`src/rtl/fsm_pseq_sequencer.sv`:
```
// Parametrised linear control sequencer: per-state advance, reverse step, direct load,
// and per-visit dwell counting with a one-shot timeout.
module fsm_pseq_sequencer #(
    parameter int NS   = 16,
    parameter bit WRAP = 1'b1,
    parameter int DW   = 16,
    localparam int W   = $clog2(NS)
) (
    input  logic          clk,
    input  logic          rst,
    input  logic [NS-1:0] adv,
    input  logic          bck,
    input  logic          jmp,
    input  logic [W-1:0]  jmp_st,
    input  logic [DW-1:0] tmo_lim,
    output logic [W-1:0]  st,
    output logic [NS-1:0] st_oh,
    output logic          entry,
    output logic [DW-1:0] dwell,
    output logic          tmo,
    output logic          jerr,
    output logic          last
);

    typedef enum logic [2:0] {K_HOLD, K_RESYNC, K_LOAD, K_FWD, K_BACK} step_e;

    localparam logic [W:0]   NS_V  = (W+1)'(NS);
    localparam logic [W-1:0] LST_V = W'(NS - 1);

    step_e         kind;
    logic [W-1:0]  st_nxt;
    logic          trans;
    logic          st_bad;
    logic          jok;
    logic          fired;

    assign st_bad = {1'b0, st} >= NS_V;
    assign jok    = {1'b0, jmp_st} < NS_V;
    assign last   = (st == LST_V);

    for (genvar i = 0; i < NS; i++) begin : g_oh
        assign st_oh[i] = (st == W'(i));
    end

    // End-of-range holds under WRAP=0 stay K_HOLD so they never count as a transition.
    always_comb begin
        kind   = K_HOLD;
        st_nxt = st;
        trans  = 1'b0;
        if (st_bad)
            kind = K_RESYNC;
        else if (jmp && jok)
            kind = K_LOAD;
        else if (adv[st]) begin
            if (!last || WRAP) kind = K_FWD;
        end else if (bck) begin
            if (st != '0 || WRAP) kind = K_BACK;
        end

        case (kind)
            K_RESYNC: begin st_nxt = '0;                             trans = 1'b1; end
            K_LOAD:   begin st_nxt = jmp_st;                         trans = 1'b1; end
            K_FWD:    begin st_nxt = last ? '0 : st + W'(1);         trans = 1'b1; end
            K_BACK:   begin st_nxt = (st == '0) ? LST_V : st - W'(1); trans = 1'b1; end
            default:  begin st_nxt = st;                             trans = 1'b0; end
        endcase
    end

    always_ff @(posedge clk or posedge rst) begin
        if (rst) begin
            st    <= '0;
            entry <= 1'b0;
            dwell <= '0;
            tmo   <= 1'b0;
            jerr  <= 1'b0;
            fired <= 1'b0;
        end else begin
            st    <= st_nxt;
            entry <= trans;
            jerr  <= jmp && !jok;
            if (trans) begin
                dwell <= '0;
                tmo   <= 1'b0;
                fired <= 1'b0;
            end else begin
                if (dwell != '1) dwell <= dwell + DW'(1);
                // fired keeps a lowered tmo_lim from re-triggering within the same visit
                if (tmo_lim != '0 && !fired && dwell == tmo_lim - DW'(1)) begin
                    tmo   <= 1'b1;
                    fired <= 1'b1;
                end else begin
                    tmo   <= 1'b0;
                end
            end
        end
    end

endmodule
```
`config.mk`:
```
export PLATFORM = sky130hd
export DESIGN_NAME = fsm_pseq_sequencer
export DESIGN_NICKNAME = d
export VERILOG_FILES = /design/src/rtl/fsm_pseq_sequencer.sv
export SDC_FILE = /design/constraint.sdc
export NUM_CORES = 1
export LEC_CHECK = 0
export ABC_CLOCK_PERIOD_IN_PS = 4600
export CAP_MARGIN = 20
export CORE_MARGIN = 10
export CORE_UTILIZATION = 50
export CTS_BUF_LIST = sky130_fd_sc_hd__clkbuf_2 sky130_fd_sc_hd__clkbuf_4 sky130_fd_sc_hd__clkbuf_8
export CTS_CLUSTER_SIZE = 30
export DETAILED_ROUTE_END_ITERATION = 7
export GPL_ROUTABILITY_DRIVEN = 0
export GPL_TIMING_DRIVEN = 0
export PLACE_DENSITY = 0.86
export SETUP_SLACK_MARGIN = 0.1
export SLEW_MARGIN = 25
export SYNTH_ARGS = -nofsm -noshare
export SYNTH_HDL_FRONTEND = slang
export SYNTH_SLANG_ARGS = --single-unit
```
`constraint.sdc`:
```
create_clock -name clk -period 4.6 [get_ports clk]
set_input_delay 0.69 -clock clk [delete_from_list [all_inputs] [get_ports clk]]
set_output_delay 0.69 -clock clk [all_outputs]
set_load 0.02 [all_outputs]
```
# Word-level counts from Yosys, hierarchy flattened
# Index checks and enable logic that the tools add are counted.
dict set report word_totals {
  inputBits 40
  elab_cells 55
  ff_bits 23
  output_inout_bits 40
}
dict set report classes {
  n_lt_le_gt_ge 1
  n_reduce_logical 9
  n_mux 15
  add_sub_neg 4
  n_eq_ne 21
}
# operator count
set op_table {}
lappend op_table {{4-bit equality test, second input constant} 8}
lappend op_table {{16-bit two-way mux} 2}
lappend op_table {{16-bit by 1-bit adder with 16-bit output, second input constant} 1}
lappend op_table {{16-bit equality test} 1}
lappend op_table {{4-bit by 3-bit equality test with 1-bit output, second input constant} 4}
lappend op_table {{16-bit inequality test, second input constant} 1}
lappend op_table {{4-bit one-hot mux with 4 select lines} 1}
lappend op_table {{16-bit nonzero test} 1}
lappend op_table {{16-bit by 1-bit subtractor with 16-bit output, second input constant} 1}
lappend op_table {{3-bit two-way mux} 3}
lappend op_table {{4-bit by 2-bit equality test with 1-bit output, second input constant} 2}
lappend op_table {{4-bit two-way mux} 2}
lappend op_table {{3-bit by 2-bit equality test with 1-bit output, second input constant} 2}
lappend op_table {{1-bit two-way mux} 6}
lappend op_table {{4-bit by 5-bit < comparator with 1-bit output, second input constant} 1}
lappend op_table {{4-bit by 1-bit adder with 4-bit output, second input constant} 1}
lappend op_table {{1-bit binary-select mux with 4-bit select} 1}
lappend op_table {{4-bit by 1-bit equality test with 1-bit output, second input constant} 1}
lappend op_table {{4-bit logical NOT} 1}
lappend op_table {{2-bit nonzero test} 2}
lappend op_table {{4-bit nonzero test} 1}
lappend op_table {{4-bit OR reduction} 1}
lappend op_table {{4-bit by 1-bit subtractor with 4-bit output, second input constant} 1}
lappend op_table {{3-bit by 1-bit equality test with 1-bit output, second input constant} 1}
lappend op_table {{other kinds (3)} 4}

# Longest topological paths before layout
# Gate-level depths: netlist of the first run.
dict set report depth {
  word_depth 8
  ltp_mapped 9
}

# Least setup slack after synthesis of the first run
# Ideal clock, no wire load.
dict set report synth_timing {
  path_type {input-to-reg}
  start {input port tmo_lim[7]}
  end {register fired}
  t_arrival_ns 2.543
  cell_stages 7
  setup_slack_ns 1.965
  required_ns 4.508
  setup_time_ns 0.092
  path_cell_list {buf_2 > or4_4 > nor4_1 > xnor2_1 > nand4_1 > or4b_4 > o31ai_2}
}
dict set report synth_via {
  elab_chain_len 4
}
# element line_no
set synth_rtl {}
lappend synth_rtl {{start: declaration} 15} ;# input logic [DW-1:0] tmo_lim,
lappend synth_rtl {{16-bit by 1-bit subtractor with 16-bit output or 16-bit nonzero test (tied branches)} 88} ;# if (tmo_lim != '0 && !fired && dwell == tmo_lim - DW'(1)) begin
lappend synth_rtl {{16-bit equality test or 1-bit logical AND (tied branches)} 88}
lappend synth_rtl {{1-bit logical AND *} 88}
lappend synth_rtl {{2-bit nonzero test (no line) *} n/a}
lappend synth_rtl {{end signal: assignment} 76} ;# fired <= 1'b0;
lappend synth_rtl {{end signal: assignment} 84} ;# fired <= 1'b0;
lappend synth_rtl {{end signal: assignment} 90} ;# fired <= 1'b1;
lappend synth_rtl {{end: declaration} 35} ;# logic fired;
# Mark *: on every way between the ends. The rest lies on a longest branch, timed or not.
# A chain may end at the register's enable or synchronous reset.

# Worst setup path in the final report of the first run
dict set report layout_timing {
  start {input port tmo_lim[0]}
  end {register fired}
}
# The elaborated chain is that of the path after synthesis.

==> results.txt, run 1 <==
- The flow ran to the end, and the final reports show no timing, DRC or antenna violations.
* Cell accounting for the most synthesized area: dfrtp_1
- In the final design database the tool counted 407 nets.
- After global routing the overflow that remains totals 0.
- TritonCTS clock tree: yes
- Fraction of final layout cells sized beyond drive strength 1: 0.0891
- The cell area that synthesis handed to floorplanning was about 2300 µm².
* Share of flip-flops with an asynchronous set or reset after synthesis: 1.00
* Clock latency on the worst-skew pair: 0.27 ns
- The cell count after synthesis came out at 280.
- For this run, design rule violations remaining after detail routing come to 0.
* Total placed cells including tap cells: 407
- The pre-antenna-repair detailed-routing pass consisted of 4 iterations.
* Share of power burned in combinational logic: 0.611
- CTS built an H-tree with a depth of 1.
* Number of endpoints failing setup at the final stage: 0
- Cell Count, Final, Fillers Out: roughly 410
- Share of the synthesized area in the top cell type: 0.253
* Startpoint-to-endpoint class of the critical path: in -> reg
* Share of the synthesized area in compound gates (AO/OA/AOI/OAI): 0.121
- The analysis attributes to net switching a power of between 400 and 500 µW.
- For this block, the initial DRC count from the detailed router was 108.
* Sequential area share after synthesis: 0.253
- The die covers about 7600 µm².
- By area the synthesized netlist is led by dfrtp_1 25%, xnor2_1 6.9%, nor2_1 5.6%, mux2i_1 5.3%, xor2_1 4.6%.
- Worst-case clock buffer depth: 2
* Antenna cell count: 0
- Relative to the synthesized area, the layout overhead comes to 37.9%.
* M1 WL: between 2000 and 3000 µm
* IR drop worst, VDD: 175 µV
* Synth Area in Simple Gates: 0.332
- Summing all non-filler instances in the final layout gives an area of between 3000 and 4000 µm².
- During synthesis, Yosys emitted a total of 0 warnings.
- Detailed placement finished with a half-perimeter wire length of 5640 µm.
- Max_cap viols: 0
- Of the total power, registers draw 0.258.
- Wire length on met2: 3580 µm
- Arrival time at the worst endpoint: 3.33 ns
* Layout fillers: 378
- Of the total power, the share spent switching nets is 0.427.
- Setup repair after global routing left no endpoint under its margin.
* Fraction of the mapped netlist area in adder cells: 0.0385
* Power after layout: 995 µW
- The internal power of the cells totals 571 µW.
* Boundary Pins: 80
- Detail-routed net length per standard cell: 17.0 µm
- Vias: 2360
* Total routing resource utilization after global routing: 0.182
* Number of slew-limit violations in the final report: 0
* Largest fanout of any net on the critical path: 9
- CP endpoint kind: flop
- Synthesis-stage register bit count: 23
- After synthesis, the share of cell area in mux cells is 0.0842.
- The clock net in this run drives a total of 23 sinks.
- The tree is rooted in a clkbuf_8.
- Buffers inserted during clock tree synthesis total 3.
* Net Count, Synth: 327
- Cells resized by post-CTS repair: 0
- The worst pin sits at a relative slew slack of 0.384.
* Share of the clock period used by the worst path: 0.685
- # Post-CTS Setup Buffers: 0
- Registers take 576 µm².
- In this run the remaining antenna-violating nets after routing total 0.
- Buffers placed on the I/O ports in this run total 75.
* Width of the die: 87.5 µm
- Average cell area after synthesis: 8.12 µm²
- Synthesized-area fraction occupied by xor and xnor cells: 0.116
- Worst hold path type: reg -> reg
- Subtracting the final worst setup slack from the clock period gives 3.15 ns.
* Number of synthesized flops with an enable pin: 0
* Number of distinct library cells after synthesis: 57
- Number of global-route vias before repair: 2461
- Dividing the detail-routed via count by the number of cells gives 5.74.
- The hold violation count in the final report was 0.
- Clock-pin slew was measured on the worst setup and hold paths at 0.08 ns.
- In this run the core area contains 24 standard-cell rows.
* Slew at the pin closest to its max-slew limit: 0.923 ns
- STA puts the critical path data required time at roughly 4.8 ns.
* P per Cell Area: 317 nW/µm²
* Die Span Y: a little under 90 µm
* Main combinational cell family by area after synthesis: simple AND/OR/NAND/NOR gates
- Crit start category: primary input
- Uppermost signal routing layer after detailed routing: met4
- Across all hold checks on the routed design, the worst slack comes to 0.569 ns.
* Initial standard-cell utilization of the core: 0.519
- Leakage dissipation: ~0.0012 µW
- Fmax: 0.318 GHz
- Placeable core region: 4380 µm²
- Largest net degree at the start of global routing: 24
- Total met3 wirelength after detailed routing: around 500 µm
- Most used flip-flop cell after synthesis: dfrtp_1
* Combined area of the multi-input logic cells: between 1500 and 2000 µm²
- Clock power share: 0.131
* Global-route wire length before repair: roughly 12000 µm
* Hold buffers post-CTS: 0
- Setup skew after layout: roughly 0.0026 ns
- After detailed routing, the total wire length is 6970 µm.
- Summed over all failing endpoints, the final setup total negative slack is 0 ns.
* Number of antenna violations at the first check in global routing: 0
- The placed instances occupy a cell area of ~3100 µm².
==> cells by family after synthesis <==
kind of cell,Yosys count
XOR/XNOR,30
flip-flops,23
buffers and inverters,25
multiplexers,17
AND/OR/NAND/NOR,135
AO/OA/AOI/OAI,42
other,1
adder cells (fa/ha/maj),7
==> power groups by stage <==
stage / registers, µW / clock network [µW] / logic, µW
2_1_floorplan: 278 / 0 / 363
3_3_place_gp: 258 / 0 / 598
3_5_place_dp: 260 / 0 / 608
4_1_cts: 256 / 131 / 612
5_1_grt: 262 / 136 / 672
6_report: 257 / 131 / 607
==> per-layer routing <==
layer,up-vias,GRT usage
li1,1142,-
met1,1116,0.206
met2,90,0.325
met3,12,0.0393
met4,0,0.0652
met5,-,0
==> metrics by stage <==
stage / util / setup WS, ns
after floorplan: - / 1.97
after global placement: 0.705 / 1.32
after detailed placement: 0.705 / 1.26
after CTS: 0.715 / 1.48
after global routing: 0.715 / 1.33
final: 0.715 / 1.45
==> cell usage after synthesis (2+ instances only) <==
master,instances
and4_1,3
xnor2_1,18
nor2_1,34
xor2_1,12
clkbuf_1,4
a21o_1,2
nor3_1,12
nor2b_1,5
or3_1,2
o22ai_1,2
nand2b_1,4
dfrtp_1,23
and3_1,8
mux2i_1,12
a21oi_1,7
or4_4,3
nor4_1,2
buf_4,2
buf_2,5
mux2_2,3
o21ai_0,8
inv_1,11
a22o_1,2
o31ai_1,4
ha_1,7
nor4_2,2
buf_6,2
and2_1,13
nand2_1,20
nand3_1,10
o21ai_1,4
a31oi_1,4
nand4_1,5
or4_1,2
==> placed cells by master (no fill, tap or decap), types with 7 or more instances in the layout <==
| cell type | Yosys | final |
|---|---|---|
| xor2_1 | 12 | 12 |
| nand3_1 | 10 | 10 |
| nor3_1 | 12 | 12 |
| mux2i_1 | 12 | 12 |
| clkdlybuf4s50_1 | 0 | 75 |
| ha_1 | 7 | 7 |
| a21oi_1 | 7 | 7 |
| xnor2_1 | 18 | 18 |
| nor2_1 | 34 | 34 |
| o21ai_0 | 8 | 8 |
| and2_1 | 13 | 13 |
| nand2_1 | 20 | 20 |
| dfrtp_1 | 23 | 23 |
| inv_1 | 11 | 11 |
| and3_1 | 8 | 8 |
==> flip-flops by register name, summed over array words and instances (netlist names) <==
signal and flops:
fired 1, dwell 16, st 4, entry 1
tmo 1
==> critical path, cell delays in order <==
cell	delay, ns
clkdlybuf4s50_1	0.53
inv_1	0.15
ha_1	0.14
buf_2	0.20
or3b_2	0.48
o21ai_0	0.22
nand4_1	0.14
or4b_4	0.54
o31ai_2	0.24
==> final cells by class <==
type                       count  share of cell area
clock buffer                   3              0.0132
multi-input combinational    232               0.503
timing repair buffer          75               0.239
tap                           52              0.0207
clock inverter                 1             0.00160
inverter                      11              0.0132
sequential                    23               0.183
buffer                        14              0.0259
==> worst paths after layout <==
| check | slack [ns] | to | cells after the start | startpoint |
|---|---|---|---|---|
| worst max-delay path | 1.45 | fired | 9 | tmo_lim[0] |
| worst min-delay path | 0.57 | fired | 2 | fired |
| worst max register to register | 2.13 | fired | 7 | st[0] |
| worst min register to register | 0.57 | fired | 2 | fired |
| max in group asynchronous | 3.12 | dwell[8] | 2 | rst |
| min in group asynchronous | 0.91 | entry | 2 | rst |
(Power assumes the default switching activity.)
==> run 2: changes to the inputs <==
Settings changed: ABC_CLOCK_PERIOD_IN_PS 4600 to 2950, CORE_UTILIZATION 50 to 47, PLACE_DENSITY 0.86 to 0.81.
Clock period 4.6 ns to 2.95 ns, I/O delays scaled along.
==> run 2 against run 1 <==
Compared with the run above: die area up 4.9%; global-route usage down 1.4 points; register-to-register slack worse by 1.6 ns; critical path depth down 2; sequential cell count unchanged; non-clock buffer count up 2; cell area up 1.3%; total power up 56%; sequential share of layout area down 0.24 points; worst setup slack worse by 1.2 ns; routed wire length down 0.85%; critical path type unchanged; largest cell class unchanged; largest power group unchanged.
==> results.txt, run 2 (synthesized netlist as in run 1, its figures left out) <==
- Setup skew after layout: 0.00321 ns (was 0.00264 ns)
- Width of the die: 89.6 µm (was 87.5 µm)
- The count of filler cells inserted in the layout was 404 (was 378).
- Clock power share: 0.126 (was 0.131)
- Clk slew on worst S/H paths: 0.08 ns (about the same)
* Reg power frac: 0.257 (was 0.258)
* Most common cell after layout, fill and taps aside: clkdlybuf4s50_1 (unchanged)
- The signal arrival time at the worst endpoint came to 2.90 ns (was 3.33 ns).
* P per Cell Area: 487 nW/µm² (was 317 nW/µm²)
- Placed wire-length estimate after detailed placement: 5540 µm (was 5640 µm)
- Final Hold Fails: 0 (unchanged)
- The total number of vias is 2313 (was 2360).
- Antenna cell count: 0 (unchanged)
- Smallest setup slack after layout: 0.227 ns (was 1.45 ns)
- Total routing resource utilization after global routing: 0.168 (was 0.182)
- Buf+Inv Stages, Crit Path: 1 (was 3)
- The launching element type of the critical path is a primary input (unchanged).
- In the finished design, the share of the clock period the worst path needs comes to 0.923.
* Fin crit period: 2.72 ns
- 1st-pass router iterations: 4 (unchanged)
* Leading cell types in the layout, fill and taps excluded: 71 x clkdlybuf4s50_1, 34 x nor2_1, 23 x dfrtp_1 (was 75 x clkdlybuf4s50_1, 34 x nor2_1, 23 x dfrtp_1)
- The vertical die dimension came to 89.6 µm (was 87.5 µm).
- The H-tree depth came to 1 (unchanged).
- The type of the worst min-delay path is in -> reg (was reg -> reg).
- The count of unresolved DRC violations after routing came to 0 (unchanged).
- Post-Route WL: 6910 µm (was 6970 µm)
- The count of antenna-violating nets left after detailed routing came to 0 (unchanged).
- Detail-routed net length per standard cell: 16.6 µm (was 17.0 µm)
- Share of power burned in combinational logic: 0.618 (was 0.611)
* Cells traversed along the worst timing path: clkdlybuf4s50_1, or4_4, nor4_2, xnor2_1, nand4_1, or4b_4, o31ai_2 (was clkdlybuf4s50_1, inv_1, ha_1, buf_2, or3b_2, o21ai_0, nand4_1, or4b_4, o31ai_2)
- Initial standard-cell utilization of the core: 0.485 (was 0.519)
- Outcome: completed (unchanged)
- The max-slew violation count is 0 (unchanged).
- Reg2Reg Setup Slack: 0.51 ns (was 2.13 ns)
* Power Internal: 891 µW (was 571 µW)
* Top flop regs: dwell: 16 flops, st: 4 flops (unchanged)
* Switching portion of total power: 0.424 (was 0.427)
- Crit-path max cell delay: 0.58 ns (was 0.54 ns)
* Fraction of final layout cells sized beyond drive strength 1: 0.0997 (was 0.0891)
- Worst-case clock buffer depth: 2 (unchanged)
- The final-stage net count is 409 (was 407).
* Startpoint-to-endpoint class of the critical path: in -> reg (unchanged)
- TritonCTS clock tree: yes (unchanged)
* Area added between synthesis and finish: 39.7% (was 37.9%)
* CP endpoint kind: flop (unchanged)
- Die area: 8020 µm² (was 7650 µm²)
- RSZ-0062 raised after global routing: false (unchanged).
- The number of vias per cell after detailed routing came to 5.57 (was 5.74).
* Psw: 656 µW (was 424 µW)
- The number of buffers created by CTS was 3 (unchanged).
- Number of global-route vias before repair: 2137 (was 2461)
* Family with the most delay on the worst path: simple AND/OR/NAND/NOR gates (unchanged)
- The number of max-cap violations came to 0 (unchanged).
* Number of DRC markers in iteration 0: 96 (was 108)
- Final core area utilization: 0.677 (was 0.715)
* Clock latency on the worst-skew pair: 0.27 ns (about the same)
* # clock sinks: 23 (unchanged)
- The cell row count came to 25 (was 24).
- Based on the critical path, the design can be clocked at up to 0.367 GHz.
- Placed Area: 3090 µm² (about the same)
* Dpl ws: -0.218 ns (was 1.26 ns)
- The remaining global-route overflow came to 0 (unchanged).
* CP max stage cell: or4_4 (was or4b_4)
- Slew at the pin closest to its max-slew limit: 0.882 ns (was 0.923 ns)
* Largest fanout of any net on the critical path: 6 (was 9)
* Boundary Pins: 80 (unchanged)
* Combined area of the multi-input logic cells: 1590 µm² (was 1580 µm²)
- The peak supply drop is 408 µV (was 175 µV).
* Clock Root Buffer: clkbuf_8 (unchanged)
* Placeable core region: 4690 µm² (was 4380 µm²)
- Global-route wire length before repair: 10900 µm (was 11600 µm)
* Number of endpoints failing setup at the final stage: 0 (unchanged)
* Max reg flops: 16 (unchanged)
- Area occupied by registers: 576 µm² (unchanged)
- The number of antenna violations at the first check in global routing was 0 (unchanged).
- Leakage dissipation: 0.00130 µW (was 0.00125 µW)
* Count of buffers from port buffering: 75 (unchanged)
- The headroom to the max-slew limit came to 0.411 (was 0.384).
* Final Cell Area: 3180 µm² (was 3140 µm²)
- The largest register by flop count was dwell (unchanged).
* Required time worst endpoint: 3.13 ns (was 4.78 ns)
- The maximum number of pins on one net before global-route repair came to 24 (unchanged).
## run 2: cell count changes in the layout (fill, tap and decap cells not counted)
cell,previous run,this run
buf_2,5,4
buf_4,2,4
clkbuf_4,0,1
clkdlybuf4s50_1,75,71
dlymetal6s2s_1,0,4
nor4_1,2,1
nor4_2,2,3
o21ai_0,8,7
o21ai_1,4,5
o31ai_1,4,3
o31ai_2,1,2
## run 2: area by class of cell
type	count	share of cell area
repair buffers	77	0.244
flip-flops and latches	23	0.181
clock inverters	1	0.00157
clock buffers	3	0.0130
multi-input cells	232	0.500
plain buffers	14	0.0264
well taps	54	0.0213
inverters	11	0.0130
## run 2: what timing repair did
action | CTS | global route
setup endpoints to repair | 2 | 2
pin swaps | 0 | 1
hold buffers | 0 | 0
endpoints found under the hold margin | 0 | 0
buffers inserted | 0 | 2
resized for setup | 1 | 7
## run 2: power groups by stage
| stage | clock network (µW) | logic (µW) | registers (µW) |
|---|---|---|---|
| floorplan | 0 | 567 | 433 |
| global placement | 0 | 934 | 403 |
| detailed placement | 0 | 952 | 403 |
| CTS | 206 | 954 | 397 |
| global route | 213 | 1040 | 403 |
| finish | 195 | 956 | 397 |
## run 2: stage by stage
step                instances  setup TNS (ns)  hold slack [ns]  power (µW)
CTS                       413               0            0.513        1560
finish                    415               0            0.528        1550
floorplan                 280               0            0.444        1000
global route              415               0            0.576        1650
detailed placement        409          -0.405            0.510        1360
global placement          409          -0.182            0.498        1340
## run 2: worst paths after layout
check / end / cells past startpoint / startpoint
max in group asynchronous: dwell[6] / 2 / rst
min in group asynchronous: entry / 2 / rst
setup / recovery: fired / 7 / tmo_lim[4]
hold reg to reg: fired / 2 / fired
hold / removal: st[1] / 3 / jmp
setup reg to reg: fired / 7 / st[0]
## run 2: worst register-to-register path: cells and delay by family (launching register included)
| family | cells | cell delay (ns) |
|---|---|---|
| AO/OA/AOI/OAI | 2 | 0.32 |
| AND/OR/NAND/NOR | 3 | 1.01 |
| flip-flops | 1 | 0.50 |
| multiplexers | 1 | 0.30 |
| buffers and inverters | 1 | 0.21 |
## run 2: per-layer routing
layer | share of wire | up-vias | GRT usage
met1 | 0.45 | 1073 | 0.221
met3 | 0.087 | 6 | 0.0442
met5 | 0 | - | 0
met2 | 0.45 | 84 | 0.274
met4 | 0.0084 | 0 | 0.0289
li1 | - | 1150 | -
